### src/rtl/pulse_sync_pkg.sv
// ============================================================
// pulse_sync_pkg : shared FSM encoding, compare width, error codes
// Revision: 1.0
// ============================================================
`default_nettype none

package pulse_sync_pkg;

   localparam int CMP_W = 33;

   typedef enum logic [1:0] {
      ST_IDLE    = 2'd0,
      ST_ACQUIRE = 2'd1,
      ST_LOCKED  = 2'd2
   } state_t;

   localparam logic [1:0] ERR_NONE  = 2'd0;
   localparam logic [1:0] ERR_EARLY = 2'd1;
   localparam logic [1:0] ERR_LATE  = 2'd2;
   localparam logic [1:0] ERR_MISS  = 2'd3;

endpackage

`default_nettype wire

### src/rtl/pulse_interval_counter.sv
// ============================================================
// pulse_interval_counter : saturating interval counter with restart/reload
// Revision: 1.0
// ============================================================
`default_nettype none

module pulse_interval_counter (
   input  logic        clk,
   input  logic        reset,
   input  logic        restart,
   input  logic        reload,
   input  logic [31:0] reload_val,
   output logic [31:0] icnt
);

   logic [31:0] icnt_q;
   logic [31:0] icnt_d;

   always_comb begin
      icnt_d = icnt_q;
      if (restart) begin
         icnt_d = 32'd1;
      end else if (reload) begin
         icnt_d = reload_val;
      end else if (icnt_q != 32'hFFFF_FFFF) begin
         icnt_d = icnt_q + 32'd1;
      end
   end

   always_ff @(posedge clk) begin
      if (reset) begin
         icnt_q <= 32'd0;
      end else begin
         icnt_q <= icnt_d;
      end
   end

   assign icnt = icnt_q;

endmodule

`default_nettype wire

### src/rtl/pulse_sync_monitor.sv
// ============================================================
// pulse_sync_monitor : periodic pulse lock monitor with flywheel output
// Revision: 1.0
// ============================================================
`default_nettype none

module pulse_sync_monitor
   import pulse_sync_pkg::*;
#(
   parameter int LOCK_COUNT = 4,
   parameter int MISS_LIMIT = 3
) (
   input  logic        clk,
   input  logic        reset,
   input  logic        pulse_in,
   input  logic [31:0] CLK_PERIOD,
   input  logic [7:0]  tolerance,
   output logic        locked,
   output logic        pulse_out,
   output logic        err_early,
   output logic        err_late,
   output logic        err_miss,
   output logic [31:0] period_meas,
   output logic        period_valid
);

   localparam int GW = $clog2(LOCK_COUNT + 1);
   localparam int MW = $clog2(MISS_LIMIT + 1);

   state_t           state_q, state_d;
   logic [31:0]      p_q, p_d;
   logic [7:0]       t_q, t_d;
   logic [GW-1:0]    gcnt_q, gcnt_d;
   logic [MW-1:0]    mcnt_q, mcnt_d;
   logic             locked_q, locked_d;
   logic             pulse_out_q, pulse_out_d;
   logic             err_early_q, err_early_d;
   logic             err_late_q, err_late_d;
   logic             err_miss_q, err_miss_d;
   logic [31:0]      period_meas_q, period_meas_d;
   logic             period_valid_q, period_valid_d;

   logic [31:0]      w_icnt;
   logic             w_reload;
   logic [CMP_W-1:0] w_icnt_x, w_p_x, w_t_x, w_nom, w_lo, w_hi, w_miss_at;
   logic [1:0]       w_err_code;
   logic             w_good;
   logic [GW-1:0]    w_gnext;
   logic [MW-1:0]    w_mnext;

   pulse_interval_counter u_icnt (
      .clk        (clk),
      .reset      (reset),
      .restart    (pulse_in),
      .reload     (w_reload),
      .reload_val ({24'd0, t_q} + 32'd2),
      .icnt       (w_icnt)
   );

   // Widened to 33 bits so P+1+T and P+T+2 never wrap for any 32-bit P.
   assign w_icnt_x  = {1'b0, w_icnt};
   assign w_p_x     = {1'b0, p_q};
   assign w_t_x     = {25'd0, t_q};
   assign w_nom     = w_p_x + 33'd1;
   assign w_hi      = w_nom + w_t_x;
   assign w_lo      = (w_t_x > w_p_x) ? 33'd1 : (w_nom - w_t_x);
   assign w_miss_at = w_p_x + w_t_x + 33'd2;

   always_comb begin
      w_err_code = ERR_NONE;
      if (pulse_in) begin
         if (w_icnt_x < w_lo) begin
            w_err_code = ERR_EARLY;
         end else if (w_icnt_x > w_hi) begin
            w_err_code = ERR_LATE;
         end
      end else if (w_icnt_x == w_miss_at) begin
         w_err_code = ERR_MISS;
      end
   end

   assign w_good  = pulse_in && (w_err_code == ERR_NONE);
   assign w_gnext = gcnt_q + GW'(1);
   assign w_mnext = mcnt_q + MW'(1);

   always_comb begin
      state_d        = state_q;
      p_d            = p_q;
      t_d            = t_q;
      gcnt_d         = gcnt_q;
      mcnt_d         = mcnt_q;
      pulse_out_d    = 1'b0;
      err_early_d    = 1'b0;
      err_late_d     = 1'b0;
      err_miss_d     = 1'b0;
      period_meas_d  = period_meas_q;
      period_valid_d = 1'b0;
      w_reload       = 1'b0;

      if (pulse_in && (state_q != ST_IDLE)) begin
         period_meas_d  = w_icnt - 32'd1;
         period_valid_d = 1'b1;
      end

      case (state_q)
         ST_IDLE: begin
            mcnt_d = '0;
            if (pulse_in) begin
               p_d     = CLK_PERIOD;
               t_d     = tolerance;
               gcnt_d  = '0;
               state_d = ST_ACQUIRE;
            end
         end
         ST_ACQUIRE: begin
            mcnt_d = '0;
            if (w_good) begin
               gcnt_d = w_gnext;
               if (w_gnext == GW'(LOCK_COUNT)) begin
                  state_d = ST_LOCKED;
               end
            end else if (pulse_in) begin
               gcnt_d = '0;
            end else if (w_err_code == ERR_MISS) begin
               state_d = ST_IDLE;
            end
         end
         ST_LOCKED: begin
            if (w_good) begin
               pulse_out_d = 1'b1;
               mcnt_d      = '0;
            end else if (w_err_code == ERR_EARLY || w_err_code == ERR_LATE) begin
               err_early_d = (w_err_code == ERR_EARLY);
               err_late_d  = (w_err_code == ERR_LATE);
               gcnt_d      = '0;
               state_d     = ST_ACQUIRE;
            end else if (w_err_code == ERR_MISS) begin
               // Flywheel: substitute a pulse and re-arm the counter one period out.
               err_miss_d  = 1'b1;
               pulse_out_d = 1'b1;
               w_reload    = 1'b1;
               mcnt_d      = w_mnext;
               if (w_mnext == MW'(MISS_LIMIT)) begin
                  state_d = ST_IDLE;
               end
            end
         end
         default: state_d = ST_IDLE;
      endcase

      locked_d = (state_d == ST_LOCKED);
   end

   always_ff @(posedge clk) begin
      if (reset) begin
         state_q        <= ST_IDLE;
         p_q            <= 32'd0;
         t_q            <= 8'd0;
         gcnt_q         <= '0;
         mcnt_q         <= '0;
         locked_q       <= 1'b0;
         pulse_out_q    <= 1'b0;
         err_early_q    <= 1'b0;
         err_late_q     <= 1'b0;
         err_miss_q     <= 1'b0;
         period_meas_q  <= 32'd0;
         period_valid_q <= 1'b0;
      end else begin
         state_q        <= state_d;
         p_q            <= p_d;
         t_q            <= t_d;
         gcnt_q         <= gcnt_d;
         mcnt_q         <= mcnt_d;
         locked_q       <= locked_d;
         pulse_out_q    <= pulse_out_d;
         err_early_q    <= err_early_d;
         err_late_q     <= err_late_d;
         err_miss_q     <= err_miss_d;
         period_meas_q  <= period_meas_d;
         period_valid_q <= period_valid_d;
      end
   end

   assign locked       = locked_q;
   assign pulse_out    = pulse_out_q;
   assign err_early    = err_early_q;
   assign err_late     = err_late_q;
   assign err_miss     = err_miss_q;
   assign period_meas  = period_meas_q;
   assign period_valid = period_valid_q;

endmodule

`default_nettype wire

### config.mk
export PLATFORM = sky130hd
export DESIGN_NAME = pulse_sync_monitor
export DESIGN_NICKNAME = d
export VERILOG_FILES = /design/src/rtl/pulse_sync_pkg.sv /design/src/rtl/pulse_interval_counter.sv /design/src/rtl/pulse_sync_monitor.sv
export SDC_FILE = /design/constraint.sdc
export NUM_CORES = 1
export LEC_CHECK = 0
export BUFFER_PORTS_ARGS = -buffer_cell sky130_fd_sc_hd__buf_4
export CORE_MARGIN = 2
export CORE_UTILIZATION = 57
export DETAILED_ROUTE_END_ITERATION = 8
export PLACE_DENSITY = 0.83
export SLEW_MARGIN = 20
export SYNTH_ARGS = -nofsm -noshare
export SYNTH_HDL_FRONTEND = slang
export SYNTH_HIERARCHICAL = 1
export SYNTH_SLANG_ARGS = --single-unit
### constraint.sdc
create_clock -name clk -period 6.2 [get_ports clk]
set_input_delay 0.93 -clock clk [delete_from_list [all_inputs] [get_ports clk]]
set_output_delay 0.93 -clock clk [all_outputs]
set_load 0.005 [all_outputs]
==> results of run 1 <==
-- worst paths after layout --
| check | cells after the start | from | to | slack [ns] |
|---|---|---|---|---|
| setup / recovery | 26 | p_q[1] | gcnt_q[2] | 0.19 |
| hold / removal | 2 | p_q[18] | p_q[18] | 0.48 |
| setup reg to reg | 26 | p_q[1] | gcnt_q[2] | 0.19 |
| hold reg to reg | 2 | p_q[18] | p_q[18] | 0.48 |
-- repair_timing --
item                                    in CTS  in global routing
resized for setup                            6                 41
buffers inserted                             1                 12
hold endpoints to repair                     0                  0
endpoints found under the setup margin       6                  8
pin swaps                                    1                 19
-- cells in the mapped netlist, types with 19 or more instances --
cell	count	area [sq um]
sky130_fd_sc_hd__a211oi_1	41	308
sky130_fd_sc_hd__xor2_1	62	543
sky130_fd_sc_hd__clkbuf_1	50	188
sky130_fd_sc_hd__or3_1	21	131
sky130_fd_sc_hd__and4_1	19	166
sky130_fd_sc_hd__a21o_1	25	188
sky130_fd_sc_hd__nor2_1	103	387
sky130_fd_sc_hd__xnor2_1	93	815
sky130_fd_sc_hd__o21ai_0	64	320
sky130_fd_sc_hd__a21oi_1	109	546
sky130_fd_sc_hd__nor4_1	40	250
sky130_fd_sc_hd__nand4_1	46	288
sky130_fd_sc_hd__ha_1	117	1460
sky130_fd_sc_hd__nand3_1	47	235
sky130_fd_sc_hd__nor3_1	47	235
sky130_fd_sc_hd__inv_1	49	184
sky130_fd_sc_hd__dfxtp_1	117	2340
sky130_fd_sc_hd__nand2_1	167	627
-- state kept, by name, indices dropped and copies added (netlist names) --
| name | count |
|---|---|
| err_early | 1 |
| err_late | 1 |
| err_miss | 1 |
| gcnt_q | 3 |
| locked | 1 |
| mcnt_q | 2 |
| p_q | 32 |
| period_meas | 32 |
| period_valid | 1 |
| pulse_out | 1 |
| state_q | 2 |
| t_q | 8 |
| u_icnt/icnt | 32 |
-- cell families (layout without fill, tap and decap cells) --
logic type,count (synthesis),count (layout),share of synthesized area [%]
and+or+nand+nor,633,633,30.8
other,1,23,0.0319
DFF,117,117,19.9
buffers and inverters,130,227,4.92
xor gates and xnor gates,156,156,11.7
muxes,9,9,0.808
AOI/OAI and AO/OA,345,345,18.9
adders and majority gates,120,120,13.0
-- area by class of cell --
class | instances | area, sq um
Clock inverter | 11 | 80.1
Fill cell | 1686 | 6590
Clock buffer | 20 | 447
Multi-Input combinational cell | 1286 | 9130
Tap cell | 270 | 338
Timing Repair Buffer | 147 | 1110
Sequential cell | 117 | 2360
Inverter | 49 | 184
-- tightest hold or removal path, cell delays in order, from the launching register on --
cell and delay [ns]:
sky130_fd_sc_hd__dfxtp_1 0.32, sky130_fd_sc_hd__nand2_1 0.06, sky130_fd_sc_hd__a21oi_1 0.05
-- report_power, final --
| part | internal (mW) | switching [mW] | leakage [nW] |
|---|---|---|---|
| logic | 0.335 | 0.434 | 4.43 |
| clock network | 0.519 | 0.383 | 0.249 |
| registers | 0.790 | 0.0486 | 0.959 |
| total | 1.64 | 0.866 | 5.63 |
-- placed cells by master (no fill, tap or decap), types with 12 or more instances in the layout --
cell / n
sky130_fd_sc_hd__nand2_1: 166
sky130_fd_sc_hd__buf_4: 146
sky130_fd_sc_hd__ha_1: 109
sky130_fd_sc_hd__a21oi_1: 108
sky130_fd_sc_hd__dfxtp_1: 105
sky130_fd_sc_hd__nor2_1: 103
sky130_fd_sc_hd__xnor2_1: 93
sky130_fd_sc_hd__o21ai_0: 62
sky130_fd_sc_hd__xor2_1: 61
sky130_fd_sc_hd__inv_1: 49
sky130_fd_sc_hd__nand3_1: 47
sky130_fd_sc_hd__nand4_1: 46
sky130_fd_sc_hd__nor3_1: 46
sky130_fd_sc_hd__a211oi_1: 41
sky130_fd_sc_hd__nor4_1: 38
sky130_fd_sc_hd__a21o_1: 25
sky130_fd_sc_hd__conb_1: 23
sky130_fd_sc_hd__and4_1: 18
sky130_fd_sc_hd__or3_1: 18
sky130_fd_sc_hd__and3_1: 17
sky130_fd_sc_hd__clkbuf_16: 17
sky130_fd_sc_hd__nand2b_1: 13
sky130_fd_sc_hd__and2_1: 13
sky130_fd_sc_hd__nor2b_1: 12
sky130_fd_sc_hd__o211ai_1: 12
-- layer usage --
metal	vias to the layer above	track usage (%)	wire length (um)
li1	5747	-	-
met1	5503	40.9	14900
met2	500	53.0	16000
met3	84	6.79	2870
met4	0	13.8	1240
met5	-	0	0
-- stage by stage --
stage,area (sq um),cells
after global routing,13600,1900
after global placement,12800,1856
after CTS,13400,1888
final,13600,1900
after floorplan,11800,1533
after detailed placement,12800,1856
==> insert_results.sql, run 1 <==
INSERT INTO impl_metrics (metric_group, metric, value, unit) VALUES
('run_status', 'outcome', 'completed', ''),
('timing', 'timing.final.max_slew_violations', '0', ''),
('critical_path', 'crit_slowest_cell', 'sky130_fd_sc_hd__or3_4', ''),
('clock_network', 'clk_pin_slew_worst_paths', '0.06', 'ns'),
('clock_network', 'cts_buffers', '17', ''),
('clock_network', 'hold_buffers', '0', ''),
('timing', 'timing_hold_violations_final', '0', ''),
('floorplanning', 'io-pin-count', '81', ''),
('grt', 'pin_count_of_the_biggest_net_entering_global_routing', '88', ''),
('timing', 'min_period_over_period', '96.9', '%'),
('floorplanning', 'placement_rows', '52', ''),
('timing', 'grt_setup_unrepaired', 'yes', ''),
('min_path', 'timing.hold.worst.class', 'reg2reg', ''),
('timing', 'setup-violations-final', '0', ''),
('routing', 'detail_route.iter0.violations', '825', ''),
('logic_synthesis', 'yosys_warnings', '6', ''),
('clock_network', 'clock_tree.htree_level_count', '4', ''),
('critical_path', 'critPathRequiredTime', '6.47', 'ns'),
('routing', 'wl_per_cell', '18.4', 'um'),
('timing', 'period_needed', '6.01', 'ns'),
('routing', 'drt_pass1_iterations', '5', ''),
('timing', 'timing.slew.headroom', '35.2', '%'),
('grt', 'grt.overflow.total', '0', ''),
('critical_path', 'cp_most_frequent_cell', 'sky130_fd_sc_hd__buf_4', ''),
('grt', 'total_global_routing_track_utilization', '32.2', '%'),
('logic_synthesis', 'post_synth_num_cell_types', '84', ''),
('floorplanning', 'fp.coreArea', '20200', 'sq um'),
('place', 'dpl_worst_slack', '-0.298', 'ns'),
('logic_synthesis', 'dominant_register_cell_in_the_synthesized_netlist', 'sky130_fd_sc_hd__dfxtp_1', ''),
('grt', 'grt_pass1_wl', '57100', 'um'),
('floorplanning', 'die_height', '148', 'um'),
('routing', 'drt-total-wl', '35000', 'um'),
('critical_path', 'critical_path_arrival', '6.27', 'ns'),
('clock_network', 'cell_at_the_root_of_the_clock_tree', 'sky130_fd_sc_hd__clkbuf_16', ''),
('floorplanning', 'die_area', '21800', 'sq um'),
('logic_synthesis', 'synth-edff-count', '0', ''),
('job', 'timing.max_cap.violations', '0', ''),
('logic_synthesis', 'ys_async_rst_share', '0', '%'),
('critical_path', 'worst_path_dominant_cell_family', 'simple AND/OR/NAND/NOR gates', ''),
('clock_network', 'tritoncts', 'yes', ''),
('place', 'port_buffers', '80', ''),
('floorplanning', 'initial_core_util', '58.1', '%'),
('cells_and_area', 'antenna-diode-count', '0', ''),
('logic_synthesis', 'yosysSeqAreaShare', '19.9', '%'),
('logic_synthesis', 'mappedNetlistArea', '11800', 'sq um'),
('critical_path', 'endpoint_kind', 'flop', ''),
('cells_and_area', 'drive_above_1_share', '16.9', '%'),
('cells_and_area', 'postLayoutCoreUtil', '67.5', '%'),
('timing', 'layout_setup_ws', '0.193', 'ns'),
('logic_synthesis', 'ff_latch_count_synth', '117', ''),
('power_and_ir_drop', 'power.total', '2.51', 'mW'),
('routing', 'drc', '0', ''),
('critical_path', 'cp.buffers_inverters', '3', ''),
('clock_network', 'max-clock-path-buffers', '2', ''),
('power_and_ir_drop', 'vdd_drop_max', '0.208', 'mV'),
('critical_path', 'path_class', 'reg2reg', ''),
('routing', 'post_drt_via_cell_ratio', '6.23', ''),
('grt', 'antenna_violations_before_repair', '0', ''),
('cells_and_area', 'final_net_count', '1781', ''),
('timing', 'setup_tns', '0', 'ns'),
('floorplanning', 'die_w', '148', 'um'),
('cells_and_area', 'syn2layout_area_growth', '16.0', '%'),
('power_and_ir_drop', 'power.density_cell_area', '184', 'nW/um^2'),
('clock_network', 'clkLatencyLatePin', '0.43', 'ns'),
('critical_path', 'critical_path.max_fanout', '6', ''),
('critical_path', 'max_stage_delay', '0.39', 'ns'),
('place', 'routabilityCongestion', '1.04', ''),
('timing', 'tightest_slew', '0.972', 'ns'),
('timing', 'max_clk_rate', '166', 'MHz'),
('grt', 'grt_pass1_vias', '11400', ''),
('power_and_ir_drop', 'power_leakage', '5.63', 'nW'),
('routing', 'num_vias', '11800', ''),
('critical_path', 'timing.critical_path.from_type', 'flop', ''),
('routing', 'ant_nets', '0', ''),
('place', 'dp.final_hpwl', '27000', 'um'),
('timing', 'hold-worst-slack', '0.478', 'ns'),
('clock_network', 'clock_sink_count', '117', ''),
('logic_synthesis', 'syn_avg_cell_area', '7.79', 'sq um'),
('logic_synthesis', 'post_synth_inst_count', '1511', ''),
('timing', 'clock-skew-final', '0.0143', 'ns');
Note: power is estimated with default switching activity, not from simulation.
==> run 2, diff against run 1 <==
--- a/config.mk
+++ b/config.mk
@@ -7,7 +7,8 @@
 export LEC_CHECK = 0
 export BUFFER_PORTS_ARGS = -buffer_cell sky130_fd_sc_hd__buf_4
 export CORE_MARGIN = 2
-export CORE_UTILIZATION = 57
+export CORE_UTILIZATION = 60
+export CTS_BUF_LIST = sky130_fd_sc_hd__clkbuf_4 sky130_fd_sc_hd__clkbuf_8
 export DETAILED_ROUTE_END_ITERATION = 8
 export PLACE_DENSITY = 0.83
 export SLEW_MARGIN = 20
==> constraint.sdc (replaced) <==
create_clock -name clk -period 7.4 [get_ports clk]
set_input_delay 1.11 -clock clk [delete_from_list [all_inputs] [get_ports clk]]
set_output_delay 1.11 -clock clk [all_outputs]
set_load 0.005 [all_outputs]
==> run 2 against run 1 <==
  * Clock-buffer cell count is 3 lower
  * Global-route usage is 0.57 points higher
  * Routed wire length is 4.1% lower
  * First-iteration DRC count is 39% higher
  * Worst setup slack better by 0.36 ns
  * Sequential share of layout area is 0.95 points higher
  * Largest cell class unchanged
  * Highest routed layer unchanged
==> insert_results.sql, run 2 (same netlist as run 1, synthesis figures left out) <==
INSERT INTO impl_metrics (metric_group, metric, value, unit) VALUES
('grt', 'grt_pass1_wl', '54500', 'um'),
('floorplanning', 'io-pin-count', '81', ''),
('timing', 'setup-violations-final', '0', ''),
('power_and_ir_drop', 'p_clk_share', '29.4', '%'),
('critical_path', 'critical_path.max_fanout', '8', ''),
('clock_network', 'cts_buffers', '17', ''),
('power_and_ir_drop', 'netSwitchingFraction', '37.9', '%'),
('clock_network', 'clock_tree.htree_level_count', '4', ''),
('critical_path', 'timing.critical_path.from_type', 'flop', ''),
('routing', 'post_drt_via_cell_ratio', '6.34', ''),
('timing', 'timing.final.max_slew_violations', '0', ''),
('power_and_ir_drop', 'power.combinational.fraction', '31.4', '%'),
('clock_network', 'clk_pin_slew_worst_paths', '0.08', 'ns'),
('clock_network', 'clock_sink_count', '117', ''),
('routing', 'detail_route.iter0.violations', '1143', ''),
('power_and_ir_drop', 'power.density_cell_area', '142', 'nW/um^2'),
('timing', 'min_period_over_period', '92.6', '%'),
('power_and_ir_drop', 'vdd_drop_max', '0.131', 'mV'),
('clock_network', 'clkLatencyLatePin', '0.46', 'ns'),
('timing', 'clock-skew-final', '0.0168', 'ns'),
('timing', 'timing.slew.headroom', '37.5', '%'),
('power_and_ir_drop', 'reported_net_switching_power', '691', 'uW'),
('floorplanning', 'placement_rows', '51', ''),
('power_and_ir_drop', 'cell_internal_pwr', '1.13', 'mW'),
('timing', 'setup_tns', '0', 'ns'),
('routing', 'num_vias', '11700', ''),
('cells_and_area', 'layout_common_cells', '167 x sky130_fd_sc_hd__nand2_1, 117 x sky130_fd_sc_hd__ha_1, 117 x sky130_fd_sc_hd__dfxtp_1', ''),
('grt', 'total_global_routing_track_utilization', '32.8', '%'),
('routing', 'ant_nets', '0', ''),
('run_status', 'outcome', 'completed', ''),
('clock_network', 'tritoncts', 'yes', ''),
('timing', 'hold-worst-slack', '0.500', 'ns'),
('place', 'port_buffers', '80', ''),
('grt', 'antenna_violations_before_repair', '0', ''),
('min_path', 'timing.hold.worst.class', 'reg2reg', ''),
('routing', 'drt_pass1_iterations', '7', ''),
('power_and_ir_drop', 'power_leakage', '5.24', 'nW'),
('grt', 'grt_pass1_vias', '10800', ''),
('floorplanning', 'die_w', '144', 'um'),
('timing', 'tightest_slew', '0.930', 'ns'),
('cells_and_area', 'mostFrequentLayoutCell', 'sky130_fd_sc_hd__nand2_1', ''),
('floorplanning', 'initial_core_util', '60.8', '%'),
('clock_network', 'hold_buffers', '0', ''),
('clock_network', 'cell_at_the_root_of_the_clock_tree', 'sky130_fd_sc_hd__clkbuf_8', ''),
('critical_path', 'critPathRequiredTime', '7.71', 'ns'),
('floorplanning', 'die_area', '20700', 'sq um'),
('timing', 'timing_hold_violations_final', '0', ''),
('timing', 'max_clk_rate', '146', 'MHz'),
('routing', 'drc', '0', ''),
('clock_network', 'max-clock-path-buffers', '2', ''),
('cells_and_area', 'syn2layout_area_growth', '9.17', '%'),
('cells_and_area', 'num-fill-cells', '1685', ''),
('critical_path', 'endpoint_kind', 'flop', ''),
('place', 'dp.final_hpwl', '25700', 'um'),
('cells_and_area', 'drive_above_1_share', '11.8', '%'),
('critical_path', 'critical_path_arrival', '7.15', 'ns'),
('cells_and_area', 'antenna-diode-count', '0', ''),
('timing', 'grt_setup_unrepaired', 'no', ''),
('critical_path', 'path_class', 'reg2reg', ''),
('floorplanning', 'fp.coreArea', '19300', 'sq um'),
('grt', 'pin_count_of_the_biggest_net_entering_global_routing', '88', ''),
('cells_and_area', 'final_net_count', '1725', ''),
('routing', 'drt-total-wl', '33600', 'um'),
('floorplanning', 'die_height', '144', 'um'),
('power_and_ir_drop', 'share_seq_of_total_power', '39.3', '%'),
('place', 'routabilityCongestion', '1.08', ''),
('job', 'timing.max_cap.violations', '0', ''),
('grt', 'grt.overflow.total', '0', ''),
('timing', 'period_needed', '6.85', 'ns'),
('routing', 'wl_per_cell', '18.3', 'um');
[run 2: worst paths after layout]
| kind | startpoint | end | slack (ns) | depth (start not counted) |
|---|---|---|---|---|
| hold reg to reg | period_meas[24] | period_meas[24] | 0.50 | 2 |
| setup / recovery | p_q[0] | gcnt_q[2] | 0.55 | 27 |
| hold / removal | period_meas[24] | period_meas[24] | 0.50 | 2 |
| setup reg to reg | p_q[0] | gcnt_q[2] | 0.55 | 27 |
[run 2: metrics by stage]
stage / utilization, % / std cells / cell area, sq um / worst slack [ns] / total power [mW]
finish: 66.4 / 1839 / 12800 / 0.550 / 1.82
global route: 66.4 / 1839 / 12800 / 0.0317 / 1.93
CTS: 66.4 / 1839 / 12800 / 0.719 / 1.82
detailed placement: 64.6 / 1808 / 12500 / 0.739 / 1.29
global placement: 64.6 / 1808 / 12500 / 0.941 / 1.27
floorplan: - / 1533 / 11800 / 1.57 / 1.12
[run 2: metal layers]
metal | share of wire [%] | vias to the layer above | wire length (um) | track usage (%)
met5 | 0 | - | 0 | 0
met4 | 3.5 | 0 | 1170 | 13.2
met3 | 7.9 | 92 | 2650 | 5.43
met2 | 45 | 539 | 15200 | 53.0
met1 | 43 | 5370 | 14600 | 43.6
li1 | - | 5652 | - | -
[run 2: final cells by class]
type	instances	area, sq um	area share, %
clock buffers	17	234	1.82
clock inverters	14	104	0.809
inverters	49	184	1.43
multi-input cells	1286	8960	69.8
flip-flops and latches	117	2340	18.2
well taps	265	332	2.58
repair buffers	91	683	5.32
[run 2: timing repair]
action,4_1_cts,5_1_grt
endpoints found under the setup margin,0,1
resized for setup,0,1
buffers inserted,0,0
[run 2: power groups by stage]
stage | Sequential [mW] | Clock, mW | Combinational, mW
6_report | 0.716 | 0.535 | 0.572
5_1_grt | 0.721 | 0.569 | 0.638
4_1_cts | 0.714 | 0.542 | 0.565
3_5_place_dp | 0.729 | 0 | 0.561
3_3_place_gp | 0.727 | 0 | 0.546
2_1_floorplan | 0.697 | 0 | 0.427
[run 2: worst max-delay path, cell delays in order (launching register included)]
cell,delay [ns]
sky130_fd_sc_hd__dfxtp_1,0.52
sky130_fd_sc_hd__ha_1,0.30
sky130_fd_sc_hd__and3_1,0.31
sky130_fd_sc_hd__nand3_1,0.12
sky130_fd_sc_hd__xnor2_1,0.18
sky130_fd_sc_hd__ha_1,0.26
sky130_fd_sc_hd__or3_1,0.32
sky130_fd_sc_hd__o211ai_1,0.40
sky130_fd_sc_hd__nand2b_1,0.12
sky130_fd_sc_hd__or3_1,0.33
sky130_fd_sc_hd__a21oi_1,0.18
sky130_fd_sc_hd__a311oi_1,0.07
sky130_fd_sc_hd__o21ai_0,0.22
sky130_fd_sc_hd__ha_1,0.17
sky130_fd_sc_hd__nand4_1,0.12
sky130_fd_sc_hd__nor4_1,0.43
sky130_fd_sc_hd__a21oi_1,0.14
sky130_fd_sc_hd__o211ai_1,0.11
sky130_fd_sc_hd__a311o_1,0.14
sky130_fd_sc_hd__a31oi_1,0.13
sky130_fd_sc_hd__or3_1,0.36
sky130_fd_sc_hd__o31ai_1,0.30
sky130_fd_sc_hd__ha_1,0.33
sky130_fd_sc_hd__a21oi_1,0.35
sky130_fd_sc_hd__nor2_1,0.12
sky130_fd_sc_hd__or3_1,0.40
sky130_fd_sc_hd__o21ai_0,0.19
sky130_fd_sc_hd__a21oi_1,0.08
